**config.mk**
```make
export PLATFORM = sky130hd
export DESIGN_NAME = button_conditioner
export DESIGN_NICKNAME = d
export VERILOG_FILES = /design/src/rtl/button_pkg.sv /design/src/rtl/button_channel.sv /design/src/rtl/button_conditioner.sv
export SDC_FILE = /design/constraint.sdc
export NUM_CORES = 1
export LEC_CHECK = 0
export ABC_AREA = 1
export CORE_UTILIZATION = 54
export CTS_CLUSTER_SIZE = 16
export DETAILED_ROUTE_END_ITERATION = 7
export PLACE_DENSITY_LB_ADDON = 0.25
export SYNTH_ARGS = -nofsm -noshare
export SYNTH_HDL_FRONTEND = slang
export SYNTH_SLANG_ARGS = --single-unit
```
**constraint.sdc**
```tcl
create_clock -name clk -period 1.5 [get_ports clk]
set_input_delay 0.225 -clock clk [delete_from_list [all_inputs] [get_ports clk]]
set_output_delay 0.225 -clock clk [all_outputs]
set_load 0.05 [all_outputs]
```
**src/rtl/button_pkg.sv**
```systemverilog
// -----------------------------------------------------------------------------
// button_pkg
// Shared definitions for the button conditioner:
//   - state_t   : per-channel debounce FSM state encoding (2 bits)
//   - cnt_width : width of the per-channel counter, sized so that the largest
//                 of the debounce / hold / repeat intervals fits
// -----------------------------------------------------------------------------
package button_pkg;

    typedef enum logic [1:0] {
        IDLE     = 2'd0,
        DB_PRESS = 2'd1,
        HELD     = 2'd2,
        DB_REL   = 2'd3
    } state_t;

    function automatic int cnt_width(input int debounce, input int hold, input int rep);
        int m;
        m = debounce;
        if (hold > m) m = hold;
        if (rep > m) m = rep;
        return $clog2(m + 1);
    endfunction

endpackage

```
**src/rtl/button_channel.sv**
```systemverilog
// -----------------------------------------------------------------------------
// button_channel
// One button channel: 2-flop synchroniser, counter-based debounce FSM,
// registered single-cycle press/release pulses and optional hold-to-repeat.
//
// Ports:
//   clk           in   system clock
//   rst           in   synchronous reset, active-low
//   btn_in        in   raw asynchronous button input
//   repeat_en     in   auto-repeat enable, sampled every cycle
//   press_pulse   out  1-cycle pulse on accepted press and on each repeat
//   release_pulse out  1-cycle pulse on accepted release
//   btn_level     out  debounced pressed level (1 = pressed)
// -----------------------------------------------------------------------------
module button_channel
    import button_pkg::*;
#(
    parameter int DEBOUNCE_CYCLES = 16,
    parameter int HOLD_CYCLES     = 64,
    parameter int REPEAT_CYCLES   = 16,
    parameter int ACTIVE_LOW      = 1
) (
    input  logic clk,
    input  logic rst,
    input  logic btn_in,
    input  logic repeat_en,
    output logic press_pulse,
    output logic release_pulse,
    output logic btn_level
);

    localparam int CW = cnt_width(DEBOUNCE_CYCLES, HOLD_CYCLES, REPEAT_CYCLES);

    localparam logic [CW-1:0] DB_LAST   = CW'(DEBOUNCE_CYCLES - 1);
    localparam logic [CW-1:0] HOLD_LAST = CW'(HOLD_CYCLES - 1);
    localparam logic [CW-1:0] REP_LAST  = CW'(REPEAT_CYCLES - 1);

    // Level the raw input shows when the button is not pressed.
    localparam logic REL_LEVEL = (ACTIVE_LOW != 0);

    logic          sync_a;
    logic          sync_b;
    logic          pressed;
    state_t        state;
    state_t        state_next;
    logic [CW-1:0] cnt;
    logic [CW-1:0] cnt_next;
    // 0 = waiting out the initial hold delay, 1 = in the repeat cadence.
    logic          rep_phase;
    logic          rep_phase_next;
    logic          press_next;
    logic          release_next;

    assign pressed   = sync_b ^ REL_LEVEL;
    assign btn_level = (state == HELD) || (state == DB_REL);

    // NOTE: sequential state uses non-blocking assignments so every flop
    // samples the pre-edge value of its neighbours, as the hardware does.
    always_ff @(posedge clk) begin
        if (!rst) begin
            // Synchroniser starts at the released level so leaving reset never
            // looks like a press edge.
            sync_a        <= REL_LEVEL;
            sync_b        <= REL_LEVEL;
            state         <= IDLE;
            cnt           <= '0;
            rep_phase     <= 1'b0;
            press_pulse   <= 1'b0;
            release_pulse <= 1'b0;
        end else begin
            sync_a        <= btn_in;
            sync_b        <= sync_a;
            state         <= state_next;
            cnt           <= cnt_next;
            rep_phase     <= rep_phase_next;
            press_pulse   <= press_next;
            release_pulse <= release_next;
        end
    end

    // NOTE: every output of this block gets a default first, so no path can
    // leave a signal unassigned and infer a latch.
    always_comb begin
        state_next     = state;
        cnt_next       = cnt;
        rep_phase_next = rep_phase;
        press_next     = 1'b0;
        release_next   = 1'b0;

        case (state)
            IDLE: begin
                if (pressed) begin
                    state_next = DB_PRESS;
                    cnt_next   = '0;
                end
            end

            DB_PRESS: begin
                if (!pressed) begin
                    state_next = IDLE;
                    cnt_next   = '0;
                end else if (cnt == DB_LAST) begin
                    state_next     = HELD;
                    cnt_next       = '0;
                    rep_phase_next = 1'b0;
                    press_next     = 1'b1;
                end else begin
                    cnt_next = cnt + CW'(1);
                end
            end

            HELD: begin
                if (!pressed) begin
                    state_next = DB_REL;
                    cnt_next   = '0;
                end else if (!repeat_en) begin
                    // Parked timer: re-enabling starts over with the hold delay.
                    cnt_next       = '0;
                    rep_phase_next = 1'b0;
                end else if (cnt == (rep_phase ? REP_LAST : HOLD_LAST)) begin
                    cnt_next       = '0;
                    rep_phase_next = 1'b1;
                    press_next     = 1'b1;
                end else begin
                    cnt_next = cnt + CW'(1);
                end
            end

            DB_REL: begin
                if (pressed) begin
                    // Release bounce: back to held, repeat timer from the top.
                    state_next     = HELD;
                    cnt_next       = '0;
                    rep_phase_next = 1'b0;
                end else if (cnt == DB_LAST) begin
                    state_next   = IDLE;
                    cnt_next     = '0;
                    release_next = 1'b1;
                end else begin
                    cnt_next = cnt + CW'(1);
                end
            end

            default: begin
                state_next = IDLE;
                cnt_next   = '0;
            end
        endcase
    end

endmodule

```
**src/rtl/button_conditioner.sv**
```systemverilog
// -----------------------------------------------------------------------------
// button_conditioner
// Multi-channel button conditioner: CHANNELS independent button_channel
// instances, each synchronising, debouncing and shaping one push-button.
//
// Ports:
//   clk           in   system clock
//   rst           in   synchronous reset, active-low
//   btn_in        in   [CHANNELS] raw asynchronous button inputs
//   repeat_en     in   [CHANNELS] per-channel auto-repeat enable
//   press_pulse   out  [CHANNELS] 1-cycle pulse on accepted press / repeat
//   release_pulse out  [CHANNELS] 1-cycle pulse on accepted release
//   btn_level     out  [CHANNELS] debounced pressed level (1 = pressed)
// -----------------------------------------------------------------------------
module button_conditioner
    import button_pkg::*;
#(
    parameter int CHANNELS        = 4,
    parameter int DEBOUNCE_CYCLES = 16,
    parameter int HOLD_CYCLES     = 64,
    parameter int REPEAT_CYCLES   = 16,
    parameter int ACTIVE_LOW      = 1
) (
    input  logic                clk,
    input  logic                rst,
    input  logic [CHANNELS-1:0] btn_in,
    input  logic [CHANNELS-1:0] repeat_en,
    output logic [CHANNELS-1:0] press_pulse,
    output logic [CHANNELS-1:0] release_pulse,
    output logic [CHANNELS-1:0] btn_level
);

    for (genvar i = 0; i < CHANNELS; i++) begin : g_chan
        button_channel #(
            .DEBOUNCE_CYCLES(DEBOUNCE_CYCLES),
            .HOLD_CYCLES    (HOLD_CYCLES),
            .REPEAT_CYCLES  (REPEAT_CYCLES),
            .ACTIVE_LOW     (ACTIVE_LOW)
        ) u_chan (
            .clk          (clk),
            .rst          (rst),
            .btn_in       (btn_in[i]),
            .repeat_en    (repeat_en[i]),
            .press_pulse  (press_pulse[i]),
            .release_pulse(release_pulse[i]),
            .btn_level    (btn_level[i])
        );
    end

endmodule

```
Word-level counts from Yosys, hierarchy flattened
Index checks and enable logic that the tools add are counted.
{"block": "op_classes", "n_mux": 116, "eq_ne": 56, "addsub": 4, "reduce_logical": 24}
{"operator": "$mux 7", "count": 28}
{"operator": "$pmux 7 s4", "count": 4}
{"operator": "$mux 2", "count": 24}
{"operator": "$mux 1", "count": 44}
{"operator": "$ne 2x2->1 const B", "count": 16}
{"operator": "$pmux 2 s4", "count": 4}
{"operator": "$add 7x1->7 const B", "count": 4}
{"operator": "$eq 7x4->1 const B", "count": 4}
{"operator": "$eq 7x7->1", "count": 4}
{"operator": "$mux 6", "count": 4}
{"operator": "$ne 3x3->1 const B", "count": 8}
{"operator": "$reduce_and 6->1", "count": 4}
{"operator": "$eq 2x2->1 const B", "count": 8}
{"operator": "$ne 2x1->1 const B", "count": 8}
{"operator": "$reduce_and 4->1", "count": 4}
{"operator": "$ne 3x1->1 const B", "count": 4}
{"operator": "$pmux 1 s3", "count": 4}
{"operator": "$reduce_and 3->1", "count": 4}
{"operator": "$reduce_bool 3->1", "count": 4}
{"operator": "$eq 2x1->1 const B", "count": 4}
{"operator": "$logic_not 2->1", "count": 4}
{"operator": "$pmux 1 s2", "count": 4}
{"operator": "$logic_or 1x1->1", "count": 4}
{"block": "word_totals", "register_bits": 56, "word_cells": 228}

Logic depth before layout (Yosys ltp)
Gate-level depths: netlist (run 1).
{"block": "logic_depth", "depth_word": 6, "mapped_depth": 11, "ltp_nobuf": 11}

Cells and area by module
From an unflattened synthesis (run 1), not the netlist that was laid out.
{"block": "unflattened", "cells_unflattened": 442, "hier_area_um2": 3150.5}
{"module": "button_channel at g_chan[2].u_chan ...", "area_per_inst_um2": 792.0, "seq_area_each_um2": 280.3, "cells_per_inst": 110, "n_inst": 2}
{"module": "button_channel at g_chan[1].u_chan", "area_per_inst_um2": 784.5, "seq_area_each_um2": 280.3, "cells_per_inst": 112, "n_inst": 1}
{"module": "button_channel at g_chan[0].u_chan", "area_per_inst_um2": 782.0, "seq_area_each_um2": 280.3, "cells_per_inst": 110, "n_inst": 1}

Worst setup path before layout (run 1)
No wires, ideal clock.
{"block": "synth_timing", "path_kind": "reg-to-reg", "start": "reg g_chan[0].u_chan.state[0]", "end": "reg with a tool-made name", "t_arrival_ns": 1.361, "setup_slack_ns": 0.026, "n_path_buf": 0, "period_less_slack_ns": 1.474, "stages_incl_launch_ff": 9, "setup_time_ns": 0.113, "required_time_ns": 1.387, "cell_sequence": "dfxtp_1 inv_1 ha_1 nand2_1 clkinv_1 a21oi_1 nand3_2 nor2_1 nor2_1"}
{"item": "start: declaration", "line": "button_channel.sv:44", "source": "state_t state;"}
{"item": "start signal: assignment", "line": "button_channel.sv:73", "source": "state <= state_next;"}

Worst setup path after layout (run 1)
{"block": "layout_timing", "start": "reg g_chan[2].u_chan.state[0]", "end": "out btn_level[2]"}
{"block": "layout_via", "elab_chain_len": 2, "elab_cells_between_ends": 3, "classes_between": "eq/ne (2); reduce/logical (1)"}
{"item": "start: declaration", "line": "button_channel.sv:44"}
{"item": "start signal: assignment", "line": "button_channel.sv:73"}
{"item": "$eq 2x2->1", "line": "button_channel.sv:55", "source": "assign btn_level = (state == HELD) || (state == DB_REL);"}
{"item": "$logic_or 1x1->1 *", "line": "button_channel.sv:55"}
{"item": "end: declaration", "line": "button_conditioner.sv:30", "source": "output logic [CHANNELS-1:0] btn_level"}
Mark *: on every way between the ends. The rest lies on a longest branch, timed or not.

==> summary.txt, run 1 <==
Hold path
  – Hold endpoint: g_chan[2].u_chan.sync_b
  – Worst min-delay path class: reg2reg
  – Hold Crit Start: g_chan[2].u_chan.sync_a
  – Hold Crit Depth: 1

Setup path
  – Delay-heaviest family, CP: flip-flops
  – Reg2reg path depth: 8
  – Worst setup SP type: register
  – Crit path max fanout: 4
  – Crit Path Category: reg2out
  – Reg2reg end: g_chan[1].u_chan.cnt[0]
  – Worst path most repeated cell: inv_1
  – Critical R2R Launch: g_chan[1].u_chan.cnt[0]
  – Crit path max-delay cell type: dfxtp_2
  – CP max stage delay: 0.33 ns
  – Critical Path RT: 1.27 ns
  – Crit. Startpoint: g_chan[2].u_chan.state[0]
  – Buf+Inv Stages, Crit Path: 3
  – Worst-path cell chain: inv_1 > ha_2 > inv_1 > nand2_2 > buf_12
  – CP Data Arrival Time: 1.24 ns
  – Crit path capture type: primary output
  – R2R Setup Slk: 0.06 ns

Placed design
  – Routability cong.: 0.928
  – Placed insts: 594
  – Final HPWL DP: 5.29 mm
  – PortBufs: 21

Routing
  – Via count: 3178
  – Initial DRC count: 146
  – Routed len/inst: 12.5 µm
  – Post-DRT Antenna Nets: 0
  – 1st-pass router iterations: 5
  – Vias/cell: 5.24
  – DRC viols: 0
  – Final wirelength: 7.61 mm

Logic synthesis
  – Synth Register Bits: 56
  – Largest cells by area after synthesis: dfxtp_1, nand2_1, ha_1
  – Netlist cell types: 28
  – Count leader, synth: nand2_1
  – Post-synth net total: 528
  – Biggest area consumer among synthesized cells: dfxtp_1
  – Synthesis Warnings: 0
  – Asr flop ratio synth: 0
  – Register area share after synthesis: 0.333
  – Post-synth EDFFs: 0
  – Top-area cell type share of the netlist area: 0.333
  – Top post-synthesis cells by count: nand2_1, dfxtp_1, inv_1, nor2_1, a21oi_1
  – Ys flop type: dfxtp_1
  – Syn Area/Cell: 6.82 µm²
  – Number of cells produced by synthesis: 494
  – Mapped Area: 3370 µm²

Job
  – Max-cap viol count: 0

GRT
  – Initial antenna violation count: 0
  – Vias in the first global route: 2964
  – Total global routing overflow: 0
  – Largest net degree at the start of global routing: 35
  – GRT Util Overall: 0.236
  – Wire length of the first global-routing pass: 12.3 mm

Timing
  – Final critical-path share of the clock period: 0.978
  – Final Hold Fails: 0
  – Max Clk Rate: 0.681 GHz
  – Slew headroom: 0.822
  – Worst slew pin tran: 0.267 ns
  – Clock skew: 0.0139 ns
  – Max-slew violation count: 0
  – Final setup violation count: 0
  – Setup Total Neg Slack: 0 ns
  – Tmin final: 1.47 ns
  – RSZ-0062 raised after global routing: yes

Clock network
  – Reg clk slew, reported paths: 0.11 ns
  – Clock buffer depth: 2
  – TritonCTS buffer count: 5
  – CTS tree: yes
  – # hold bufs at CTS: 0
  – CTS HTree Levels: 2
  – CTS Root Cell: clkbuf_8
  – Clk Latency, worst-skew pair: 0.32 ns
  – CTS Sinks: 56

Floorplanning
  – Ports: 22
  – Die Width: 81.0 µm
  – Starting density of the core: 0.566
  – Core Box Area: 5960 µm²
  – Die Ht: 81.0 µm
  – Cell Rows: 28
  – Die ar.: 6560 µm²

Final layout
  – Ant. Diodes: 0
  – Proportion of layout cells with a drive suffix above 1: 0.254
  – Layout area overhead: 21.3%
  – Non-Filler Instances: 607
  – Nets: 565

Pwr
  – VDD IR max: 849 µV
  – Pleak: 1.72 nW
  – PwrDens: 1260 nW/µm²

Run status
  – Outcome: complete, no violations
-- cell families after synthesis --
family / Yosys count / share of synthesized area
AND/OR/NAND/NOR: 262 / 0.357
buffers and inverters: 79 / 0.102
AO/OA/AOI/OAI: 69 / 0.109
flip-flops: 56 / 0.333
adder cells (fa/ha/maj): 24 / 0.0891
XOR/XNOR: 4 / 0.0104
-- layout make-up --
| class | instances | area (µm²) |
|---|---|---|
| multi-input cells | 359 | 2070 |
| fillers | 513 | 1870 |
| well taps | 75 | 93.8 |
| repair buffers | 48 | 462 |
| flip-flops and latches | 56 | 1140 |
| clock inverters | 3 | 21.3 |
| clock buffers | 5 | 68.8 |
| inverters | 61 | 230 |
-- through the flow --
step	instance area (µm²)	setup slack (ns)	hold WS, ns	util	power, mW
2_1_floorplan	3370	0.0261	0.332	-	3.31
3_3_place_gp	3770	0.0628	0.396	0.633	3.93
3_5_place_dp	3770	-0.0887	0.402	0.633	4.01
4_1_cts	3930	0.000783	0.426	0.660	4.98
5_1_grt	4090	-0.0303	0.446	0.686	5.56
6_report	4090	0.0324	0.420	0.686	5.17
-- how the worst max path moves through the flow --
stage                                  to  cells after the start  slack (ns)
2_1_floorplan                    register                      8        0.03
3_3_place_gp      g_chan[3].u_chan.cnt[4]                      8        0.06
3_5_place_dp      g_chan[1].u_chan.cnt[0]                     10       -0.09
4_1_cts                      btn_level[0]                      5      0.0008
5_1_grt        g_chan[3].u_chan.rep_phase                      9       -0.03
6_report                     btn_level[2]                      5        0.03
-- power breakdown --
group          switching (mW)  total (mW)  internal [mW]
Clock                   0.532       0.865          0.333
Combinational            1.50        2.52           1.02
Sequential              0.117        1.78           1.66
-- registers in the layout, indices dropped and copies added, names as in the netlist, named ones only --
register and cells:
g_chan.u_chan.sync_a 4, g_chan.u_chan.press_pulse 4, g_chan.u_chan.rep_phase 4, g_chan.u_chan.release_pulse 4, g_chan.u_chan.state 4, g_chan.u_chan.sync_b 4, g_chan.u_chan.cnt 28
-- metal layers --
metal	GRT usage	wire length, µm	up-vias
met3	0.0438	209	11
li1	-	-	1641
met5	0	0	-
met4	0.0875	111	0
met2	0.429	3950	55
met1	0.273	3340	1471
-- cell usage in the layout, fill, tap and decap left out, types with 2 or more instances in the layout --
| cell type | Yosys | routed |
|---|---|---|
| a21oi_1 | 49 | 46 |
| a21oi_2 | 0 | 3 |
| buf_12 | 0 | 6 |
| buf_4 | 12 | 32 |
| clkbuf_8 | 0 | 5 |
| clkdlybuf4s50_1 | 0 | 9 |
| clkinv_2 | 0 | 2 |
| dfxtp_1 | 56 | 43 |
| dfxtp_2 | 0 | 10 |
| dfxtp_4 | 0 | 3 |
| ha_1 | 24 | 13 |
| ha_2 | 0 | 7 |
| ha_4 | 0 | 4 |
| inv_1 | 54 | 48 |
| inv_2 | 5 | 11 |
| nand2_1 | 122 | 113 |
| nand2_2 | 9 | 14 |
| nand2_4 | 2 | 6 |
| nand3_1 | 33 | 32 |
| nand3_2 | 8 | 8 |
| nand4_1 | 8 | 8 |
| nor2_1 | 54 | 51 |
| nor2_2 | 6 | 5 |
| nor2_4 | 3 | 7 |
| nor3_1 | 8 | 8 |
| o21a_1 | 3 | 3 |
| o21ai_0 | 11 | 10 |
| o21bai_1 | 3 | 3 |
| or2_2 | 8 | 8 |
| xor2_1 | 4 | 4 |
-- what timing repair did --
action	4_1_cts	5_1_grt
buffers inserted	3	2
endpoints found under the setup margin	13	37
gates resized for setup	22	43
pin swaps	3	6
Power figures use the tool's default switching activity.
==> run 2: changes to the inputs <==
Settings changed: CTS_CLUSTER_DIAMETER set to 200.
==> results of run 2 <==
Final layout, timing and power as in run 1 (identical DEF).
==> run 3: changes to the inputs <==
Settings changed: TNS_END_PERCENT set to 100.
==> results of run 3 <==
Final layout, timing and power as in run 1 (identical DEF).
